[src/rtl/fetch_prefetch_buffer.sv]
// -----------------------------------------------------------------------------
// fetch_prefetch_buffer
//
// Instruction prefetch buffer sitting between the instruction memory port and
// the decode stage. It issues sequential fetch requests ahead of decode, keeps
// up to DEPTH returned instructions together with their PCs, and presents the
// oldest one through a valid/ready handshake. A redirect (flush_i) empties the
// buffer, restarts fetching at flush_pc_i and silently drops the responses of
// requests that were already in flight.
//
// Optional feature macro: PREFETCH_MISALIGN_CHECK_EN
//   defined   : a redirect to a non word-aligned target still flushes, but sets
//               misaligned_o and blocks further requests until an aligned
//               redirect or reset.
//   undefined : flush_pc_i[1:0] is ignored (treated as 2'b00), misaligned_o = 0.
//
// Parameters
//   XLEN             address / PC width
//   DEPTH            instruction slots (power of two, >= 2)
//   MAX_OUTSTANDING  max issued-but-unanswered requests (1..DEPTH)
//   RESET_PC         first fetch address after reset
//
// Ports
//   clk            clock, all state updates on the rising edge
//   reset          asynchronous active-low reset
//   run            fetch enable; 0 stops new requests, responses still accepted
//   flush_i        redirect strobe
//   flush_pc_i     redirect target, sampled while flush_i = 1
//   fetch_en_o     request valid
//   fetch_addr_o   request address
//   fetch_gnt_i    request accepted this cycle
//   fetch_valid_i  response valid (responses return in request order)
//   fetch_data_i   response instruction word
//   instr_valid_o  head entry valid
//   instr_o        head instruction
//   pc_o           PC of the head instruction
//   instr_ready_i  decode accepts the head entry
//   count_o        number of entries held
//   misaligned_o   misaligned redirect flag
// -----------------------------------------------------------------------------
module fetch_prefetch_buffer #(
  parameter int unsigned     XLEN            = 32,
  parameter int unsigned     DEPTH           = 4,
  parameter int unsigned     MAX_OUTSTANDING = 2,
  parameter logic [XLEN-1:0] RESET_PC        = '0
) (
  input  logic                       clk,
  input  logic                       reset,
  input  logic                       run,
  input  logic                       flush_i,
  input  logic [XLEN-1:0]            flush_pc_i,
  output logic                       fetch_en_o,
  output logic [XLEN-1:0]            fetch_addr_o,
  input  logic                       fetch_gnt_i,
  input  logic                       fetch_valid_i,
  input  logic [31:0]                fetch_data_i,
  output logic                       instr_valid_o,
  output logic [31:0]                instr_o,
  output logic [XLEN-1:0]            pc_o,
  input  logic                       instr_ready_i,
  output logic [$clog2(DEPTH+1)-1:0] count_o,
  output logic                       misaligned_o
);

  localparam int unsigned CW = $clog2(DEPTH + 1);  // counters: 0..DEPTH
  localparam int unsigned PW = $clog2(DEPTH);      // FIFO pointers

  localparam logic [CW:0]     DEPTH_W    = (CW + 1)'(DEPTH);
  localparam logic [CW-1:0]   MAX_OUT_W  = CW'(MAX_OUTSTANDING);
  localparam logic [XLEN-1:0] INSTR_STEP = XLEN'(4);

  // ---------------------------------------------------------------------------
  // State
  // ---------------------------------------------------------------------------
  logic [31:0]     r_instr_mem [DEPTH];
  logic [XLEN-1:0] r_pc_mem    [DEPTH];
  logic [PW-1:0]   r_rd_ptr;
  logic [PW-1:0]   r_wr_ptr;
  logic [CW-1:0]   r_count;
  logic [XLEN-1:0] r_next_pc;      // address of the next request to issue
  logic [XLEN-1:0] r_resp_pc;      // PC belonging to the next kept response
  logic [CW-1:0]   r_outstanding;  // granted requests not yet answered
  logic [CW-1:0]   r_discard;      // in-flight responses to drop after a flush
  logic            r_misaligned;
  logic            r_started;      // holds requests off until the first edge out of reset

  // ---------------------------------------------------------------------------
  // Next-state signals
  // ---------------------------------------------------------------------------
  logic [PW-1:0]   w_rd_ptr_nxt;
  logic [PW-1:0]   w_wr_ptr_nxt;
  logic [CW-1:0]   w_count_nxt;
  logic [XLEN-1:0] w_next_pc_nxt;
  logic [XLEN-1:0] w_resp_pc_nxt;
  logic [CW-1:0]   w_outstanding_nxt;
  logic [CW-1:0]   w_discard_nxt;
  logic            w_misaligned_nxt;

  // ---------------------------------------------------------------------------
  // Per-cycle events
  // ---------------------------------------------------------------------------
  logic            w_room;
  logic            w_fetch_en;
  logic            w_grant;
  logic            w_resp;
  logic            w_keep;
  logic            w_pop;
  logic            w_head_valid;
  logic [XLEN-1:0] w_flush_pc;
  logic            w_flush_mis;

`ifdef PREFETCH_MISALIGN_CHECK_EN
  assign w_flush_pc  = flush_pc_i;
  assign w_flush_mis = |flush_pc_i[1:0];
`else
  assign w_flush_pc  = flush_pc_i & ~XLEN'(3);
  assign w_flush_mis = 1'b0;
`endif

  // Space is reserved at request time: every in-flight request (kept or to be
  // discarded) owns a slot, so a returning response can never overflow.
  assign w_room       = ({1'b0, r_count} + {1'b0, r_outstanding}) < DEPTH_W;
  assign w_fetch_en   = r_started & run & ~flush_i & ~r_misaligned & w_room &
                        (r_outstanding < MAX_OUT_W);
  assign w_grant      = w_fetch_en & fetch_gnt_i;
  // A response with nothing outstanding is a protocol error; ignoring it keeps
  // the counters from wrapping.
  assign w_resp       = fetch_valid_i & (r_outstanding != '0);
  // A response landing in the flush cycle belongs to the old stream.
  assign w_keep       = w_resp & (r_discard == '0) & ~flush_i;
  assign w_head_valid = (r_count != '0);
  // Flush wins over a same-cycle pop.
  assign w_pop        = w_head_valid & instr_ready_i & ~flush_i;

  // ---------------------------------------------------------------------------
  // Next-state logic
  // ---------------------------------------------------------------------------
  always_comb begin
    // NOTE: every signal gets a default before any branch so no path can leave
    // it unassigned, which would otherwise infer a latch.
    w_rd_ptr_nxt      = r_rd_ptr;
    w_wr_ptr_nxt      = r_wr_ptr;
    w_count_nxt       = r_count;
    w_next_pc_nxt     = r_next_pc;
    w_resp_pc_nxt     = r_resp_pc;
    w_outstanding_nxt = r_outstanding + CW'(w_grant) - CW'(w_resp);
    w_discard_nxt     = r_discard;
    w_misaligned_nxt  = r_misaligned;

    if (w_grant) begin
      w_next_pc_nxt = r_next_pc + INSTR_STEP;
    end

    if (w_resp && (r_discard != '0)) begin
      w_discard_nxt = r_discard - CW'(1);
    end

    if (w_keep) begin
      w_wr_ptr_nxt  = r_wr_ptr + PW'(1);
      w_resp_pc_nxt = r_resp_pc + INSTR_STEP;
    end

    if (w_pop) begin
      w_rd_ptr_nxt = r_rd_ptr + PW'(1);
    end

    w_count_nxt = r_count + CW'(w_keep) - CW'(w_pop);

    if (flush_i) begin
      // Everything still in flight after this cycle's accounting is stale.
      w_rd_ptr_nxt     = '0;
      w_wr_ptr_nxt     = '0;
      w_count_nxt      = '0;
      w_next_pc_nxt    = w_flush_pc;
      w_resp_pc_nxt    = w_flush_pc;
      w_discard_nxt    = w_outstanding_nxt;
      w_misaligned_nxt = w_flush_mis;
    end
  end

  // ---------------------------------------------------------------------------
  // State register
  // ---------------------------------------------------------------------------
  always_ff @(posedge clk or negedge reset) begin
    if (!reset) begin
      r_rd_ptr      <= '0;
      r_wr_ptr      <= '0;
      r_count       <= '0;
      r_next_pc     <= RESET_PC;
      r_resp_pc     <= RESET_PC;
      r_outstanding <= '0;
      r_discard     <= '0;
      r_misaligned  <= 1'b0;
      r_started     <= 1'b0;
    end else begin
      // NOTE: sequential state uses non-blocking assignments so every register
      // samples the pre-edge values regardless of statement order.
      r_rd_ptr      <= w_rd_ptr_nxt;
      r_wr_ptr      <= w_wr_ptr_nxt;
      r_count       <= w_count_nxt;
      r_next_pc     <= w_next_pc_nxt;
      r_resp_pc     <= w_resp_pc_nxt;
      r_outstanding <= w_outstanding_nxt;
      r_discard     <= w_discard_nxt;
      r_misaligned  <= w_misaligned_nxt;
      r_started     <= 1'b1;
    end
  end

  // ---------------------------------------------------------------------------
  // Instruction storage
  // ---------------------------------------------------------------------------
  // NOTE: the slot array has no reset; a slot is only read after it has been
  // written, and the outputs are gated by the (reset) occupancy count.
  always_ff @(posedge clk) begin
    if (w_keep) begin
      r_instr_mem[r_wr_ptr] <= fetch_data_i;
      r_pc_mem[r_wr_ptr]    <= r_resp_pc;
    end
  end

  // ---------------------------------------------------------------------------
  // Outputs
  // ---------------------------------------------------------------------------
  assign fetch_en_o    = w_fetch_en;
  assign fetch_addr_o  = r_next_pc;
  assign instr_valid_o = w_head_valid;
  assign instr_o       = w_head_valid ? r_instr_mem[r_rd_ptr] : 32'h0;
  assign pc_o          = w_head_valid ? r_pc_mem[r_rd_ptr] : '0;
  assign count_o       = r_count;
  assign misaligned_o  = r_misaligned;

endmodule

[config.mk]
export PLATFORM = sky130hd
export DESIGN_NAME = fetch_prefetch_buffer
export DESIGN_NICKNAME = d
export VERILOG_FILES = /design/src/rtl/fetch_prefetch_buffer.sv
export SDC_FILE = /design/constraint.sdc
export NUM_CORES = 1
export LEC_CHECK = 0
export BUFFER_PORTS_ARGS = -buffer_cell sky130_fd_sc_hd__clkbuf_2
export CAP_MARGIN = 20
export CORE_MARGIN = 2
export CORE_UTILIZATION = 40
export CTS_CLUSTER_SIZE = 10
export DETAILED_ROUTE_END_ITERATION = 6
export HOLD_SLACK_MARGIN = 0.02
export PLACE_DENSITY_LB_ADDON = 0.25
export SLEW_MARGIN = 20
export SYNTH_ARGS = -nofsm -noshare
export SYNTH_HDL_FRONTEND = slang
export SYNTH_SLANG_ARGS = --single-unit
[constraint.sdc]
create_clock -name clk -period 3.5 [get_ports clk]
set_clock_uncertainty 0.15 [all_clocks]
set_input_delay 0.175 -clock clk [delete_from_list [all_inputs] [get_ports clk]]
set_output_delay 0.175 -clock clk [all_outputs]
set_load 0.03 [all_outputs]
## Word-level counts from Yosys, hierarchy flattened

Memories as Yosys holds them, arrays and structs flattened.
Cells that the tools add are included.

| storage, ports and cells | value |
|---|---|
| register bits after elaboration | 78 |
| memory bits (writable) | 256 |
| input port bits | 71 |
| output and inout bits | 102 |
| logic and storage cells | 57 |
| memories | 2 |

Memory list:

| memory | words | width | read ports | clocked after Yosys merged registers in | write ports | line | source |
|---|---|---|---|---|---|---|---|
| r_instr_mem | 4 | 32 | 1 | 0 | 1 | 75 | `logic [31:0] r_instr_mem [DEPTH];` |
| r_pc_mem | 4 | 32 | 1 | 0 | 1 | 76 | `logic [XLEN-1:0] r_pc_mem [DEPTH];` |

| cells by class | value |
|---|---|
| add/subtract/negate cells | 10 |
| magnitude comparators | 2 |
| mux-type cells | 15 |
| bitwise operators | 11 |
| reduce and logical (&&, ||, !) cells | 9 |

Operators by type and width:

| operator | count |
|---|---|
| two-way mux 32 bit | 6 |
| adder 32 x 3 -> 32 bit, second input constant | 2 |
| bitwise AND 1 bit | 10 |
| two-way mux 3 bit | 3 |
| nonzero test 3 bit | 3 |
| two-way mux 2 bit | 4 |
| nonzero test 2 bit | 4 |
| adder 3 x 1 -> 3 bit | 2 |
| subtractor 3 x 1 -> 3 bit | 2 |
| adder 2 x 1 -> 2 bit, second input constant | 2 |
| adder 3 x 3 -> 4 bit | 1 |
| < comparator 4 x 3 -> 1 bit, second input constant | 1 |
| zero test 3 bit | 1 |
| < comparator 3 x 2 -> 1 bit, second input constant | 1 |
| subtractor 3 x 1 -> 3 bit, second input constant | 1 |
| two-way mux 1 bit | 2 |
| logical AND 1 bit | 1 |
| inverter 1 bit | 1 |

## Logic depth before layout (Yosys ltp)

| logic depth | value |
|---|---|
| depth after elaboration | 8 |
| depth in mapped cells | 14 |
| depth with buffers taken out | 13 |

## Worst setup path after synthesis

OpenSTA, ideal clock, no wires.

| path | value |
|---|---|
| path kind | reg2reg |
| start point | register r_count[1], in the netlist count_o[1] |
| end point | register r_discard[2] |
| setup time | 0.123 ns |
| data arrival time | 2.901 ns |
| data required time | 3.227 ns |
| setup slack | 0.326 ns |
| stages on the path, launching flop included | 14 |
| period minus slack after synthesis | 3.174 ns |
| cells stage by stage | dfrtp_1 ha_1 or3_4 nor4b_4 inv_2 clkbuf_1 ha_1 inv_1 ha_1 inv_1 fa_1 xor2_1 nor2_1 nor2_1 |

| on the way | value |
|---|---|
| word-level cells in the longest chain between the ends | 8 |

Ends and longest elaborated chain:

| item | line | source |
|---|---|---|
| start: declaration | 79 | `logic [CW-1:0] r_count;` |
| start signal: assignment | 200 | `r_count <= w_count_nxt;` |
| adder 3 x 3 -> 4 bit | 122 | `assign w_room = ({1'b0, r_count} + {1'b0, r_outstanding}) < DEPTH_W;` |
| < comparator 4 x 3 -> 1 bit | 122 |  |
| bitwise AND 1 bit (2 in series) | 123 | `assign w_fetch_en = r_started & run & ~flush_i & ~r_misaligned & w_room &` |
| bitwise AND 1 bit | 125 | `assign w_grant = w_fetch_en & fetch_gnt_i;` |
| adder 3 x 1 -> 3 bit | 146 | `w_outstanding_nxt = r_outstanding + CW'(w_grant) - CW'(w_resp);` |
| subtractor 3 x 1 -> 3 bit | 146 |  |
| named net w_outstanding_nxt[2] | 95 | `logic [CW-1:0] w_outstanding_nxt;` |
| two-way mux 3 bit | 169 | `if (flush_i) begin` |
| end signal: assignment | 204 | `r_discard <= w_discard_nxt;` |
| end: declaration | 83 | `logic [CW-1:0] r_discard;` |

The timed path passes the listed nets, and every way through them passes these cells.
A chain may end at the register's enable or synchronous reset.

## Worst setup path after layout

Ends and elaborated chain as after synthesis.

==> reports/results.tsv <==
stage	metric	value	unit
final_layout	seq_area	9304	µm²
power_and_ir_drop	power	10.93	mW
global_routing	grt_usage	17.22	%
global_routing	antenna_found_initial	0	
job	drv_cap	0	
die	die_height	188.7	µm
global_routing	grt_max_degree	65	
timing	hold_viol	0	
synth	synthFlopType	edfxtp_1	
setup_path	path_class	register to register	
die	die_area	35610	µm²
cts	tritoncts	done	
global_routing	grt_overflow	0	
cts	numCtsBuffers	38	
min_path	min_to	fetch_addr_o[28]	
final_layout	drive_gt1_share	28.65	%
final_layout	final_design_area_no_fill	16800	µm²
cts	cts.reportedPaths.clkPinSlew	0.06	ns
synth	yosysTopAreaCell	edfxtp_1	
final_layout	finalNonFillerCells	1565	
setup_path	reg2reg_from	count_o[1]	
timing	rsz0062_at_grt	false	
setup_path	ff2ff_path_depth	12	
detailed_routing	wl	30300	µm
power_and_ir_drop	leakage	6.071	nW
die	start_util	40.69	%
cts	cts_root_buf	clkbuf_16	
setup_path	critPathMaxFanout	5	
detailed_routing	drt_iter0_drc	461	
synth	synth_seq_area_share	68.15	%
die	ios	173	
detailed_routing	routed_via_density	5.227	
synth	synthesis.instances	850	
detailed_routing	num_vias	8181	
synth	synth_top_area_share	54.58	%
placement	dp.cells	1447	
setup_path	r2r_slack	0.63	ns
timing	worst_pin_slew	1.021	ns
power_and_ir_drop	power.internal	7.520	mW
cts	cts_resized	0	
final_layout	fillCellCount	2856	
placement	place_area	15100	µm²
setup_path	cp_data_required_time	3.75	ns
die	dieWidth	188.7	µm
setup_path	cp.arrival	3.11	ns
cts	post-cts-setup-buffers	0	
global_routing	grt_pass1_vias	8583	
timing	setup-tns-final	0	ns
timing	fmax	349.0	MHz
detailed_routing	wire_per_inst	19.36	µm
run_status	outcome	complete, no violations	
detailed_routing	drtPass1Iterations	5	
setup_path	r2r-end	r_discard[2]	
synth	synth.avg_cell_area	16.05	µm²
cts	htreeDepth	2	
die	rows	67	
synth	yosysUniqueCellTypes	54	
synth	synth_area	13650	µm²
final_layout	finalNetCount	1191	
timing	fin_crit	2.866	ns
power_and_ir_drop	vdd_ir_drop_max	0.3768	mV
placement	gp_congestion	0.8515	
detailed_routing	antenna_left	0	
min_path	hp-class	input port to register	
power_and_ir_drop	swShare	31.21	%
cts	cts.sinks	322	
placement	dp_hpwl	19020	µm
power_and_ir_drop	p_clk_share	31.7	%
detailed_routing	drc	0	
min_path	hold_path_depth	4	
timing	finalSetupViolCount	0	
synth	synth_edf_count	248	
timing	drv_slew	0	
power_and_ir_drop	share_comb_of_total_power	25.9	%
power_and_ir_drop	power_density	650.5	nW/µm²
die	coreArea	33530	µm²
timing	timing.final.crit_share	81.88	%
synth	async_reset_ff_share	22.98	%
timing	maxSlewHeadroom	31.30	%
final_layout	final_util	50.12	%
synth	synth_warnings	0	
setup_path	critPathLaunchType	register	
power_and_ir_drop	switchingPower	3.412	mW
final_layout	antenna_cells	0	
power_and_ir_drop	seqPwrFrac	42.3	%
cts	ctsHoldBuffers	64	
min_path	min_from	flush_i	
synth	synth_seq_cells	322	
final_layout	multi_input_area	4104	µm²
placement	io_buffers	165	
final_layout	synthToLayoutAreaGrowth	23.15	%
cts	clock_path_buffers	3	
cts	clk_latency	0.52	ns
global_routing	grt_pass1_wl	47750	µm
setup_path	setup.worst_path.end_class	register	
synth	synth_area_leaders	edfxtp_1, dfrtp_1, mux4_2	
[synthesized netlist by cell type (4+ instances only)]
| cell type | count |
|---|---|
| a21boi_0 | 8 |
| a21oi_1 | 8 |
| a31oi_1 | 5 |
| and2_1 | 70 |
| and3_1 | 6 |
| and4_1 | 5 |
| buf_2 | 10 |
| buf_4 | 5 |
| clkbuf_1 | 24 |
| dfrtp_1 | 74 |
| edfxtp_1 | 248 |
| ha_1 | 15 |
| inv_1 | 18 |
| mux2_2 | 13 |
| mux4_2 | 62 |
| nand2_1 | 45 |
| nand2b_1 | 5 |
| nand3_1 | 31 |
| nand4_1 | 27 |
| nor2_1 | 24 |
| nor3_1 | 12 |
| nor4_1 | 7 |
| o21ai_0 | 28 |
| o311ai_0 | 7 |
| or4_1 | 4 |
| xnor2_1 | 25 |
| xor2_1 | 22 |
[cell type report]
type,instances,area share [%]
Sequential cell,322,55.36
Tap cell,448,3.336
Clock inverter,3,0.2010
Inverter,20,0.4467
Multi-Input combinational cell,470,24.42
Timing Repair Buffer,251,10.10
Clock buffer,51,6.135
[sequential cells by signal, summed over array words and instances, names as in the netlist]
name	flops
r_resp_pc	30
r_wr_ptr	2
r_pc_mem	120
r_rd_ptr	2
fetch_addr_o	30
count_o	3
r_outstanding	3
r_discard	3
r_instr_mem	128
r_started	1
[stage by stage]
stage,hold slack (ns),worst slack [ns]
finish,0.04130,0.6343
global route,0.05127,0.3933
CTS,0.02676,0.6149
detailed placement,0.1238,0.6326
global placement,0.1342,0.6298
floorplan,-0.2706,0.3261
[placed cells by master (no fill, tap or decap), types with 3 or more instances in the layout]
cell and instances:
clkbuf_1 11, mux2i_1 3, a31oi_1 5, inv_1 18, and2_1 66, nor4_1 7
a21oi_1 8, edfxtp_1 248, clkbuf_16 39, clkbuf_2 164, mux2_2 13, nand2_1 45
nand2b_1 5, and3_1 6, or4_1 4, and4_1 5, nor3_1 12, o311ai_0 7
nand3_1 31, nand4_1 27, nor2_1 24, ha_1 15, xnor2_1 25, and2_2 4
a21boi_0 8, conb_1 6, dfrtp_1 72, dlygate4sd3_1 64, o211ai_1 3, buf_4 18
buf_12 5, o21ai_0 28, mux4_2 62, xor2_1 22
[cell families (layout without fill, tap and decap cells)]
group / after synthesis / after routing / synth area share [%]
buf+inv: 62 / 325 / 1.935
simple gates: 251 / 251 / 10.33
mux: 78 / 78 / 11.53
xor+xnor: 47 / 47 / 3.017
flops: 322 / 322 / 68.15
compound gates: 71 / 71 / 3.319
other cells: 2 / 6 / 0.05504
fa+ha+maj: 17 / 17 / 1.669
[how the worst max path moves through the flow]
stage | startpoint | end | slack, ns | depth (start not counted)
5_1_grt | r_discard[0] | count_o[2] | 0.39 | 12
6_report | count_o[1] | r_discard[2] | 0.63 | 12
4_1_cts | count_o[1] | r_discard[2] | 0.61 | 12
2_1_floorplan | count_o[1] | r_discard[2] | 0.33 | 13
3_3_place_gp | count_o[1] | r_discard[2] | 0.63 | 12
3_5_place_dp | r_discard[0] | count_o[2] | 0.63 | 12
[power groups by stage]
stage / logic [mW] / clock network (mW) / registers, mW
floorplan: 2.01 / 0 / 4.65
global placement: 2.82 / 0 / 4.70
detailed placement: 2.84 / 0 / 4.70
CTS: 2.90 / 3.57 / 4.63
global route: 3.09 / 3.73 / 4.67
finish: 2.84 / 3.47 / 4.63
[worst max-delay path: stages, from the launching register on]
cell and delay, ns:
dfrtp_1 0.44, ha_1 0.23, or3_4 0.40, nor4b_4 0.27, inv_2 0.06, ha_1 0.27
inv_1 0.06, ha_1 0.13, inv_1 0.04, fa_1 0.37, xor2_1 0.19, nor2_1 0.10
nor2_1 0.05
[layer usage]
layer | GRT usage [%] | up-vias | wire [µm]
met4 | 4.657 | 0 | 519
met5 | 0 | - | 0
li1 | - | 3762 | -
met1 | 24.19 | 4125 | 13700
met2 | 27.77 | 253 | 14300
met3 | 3.073 | 41 | 1777
No activity file was read; power rests on OpenSTA's default activity.
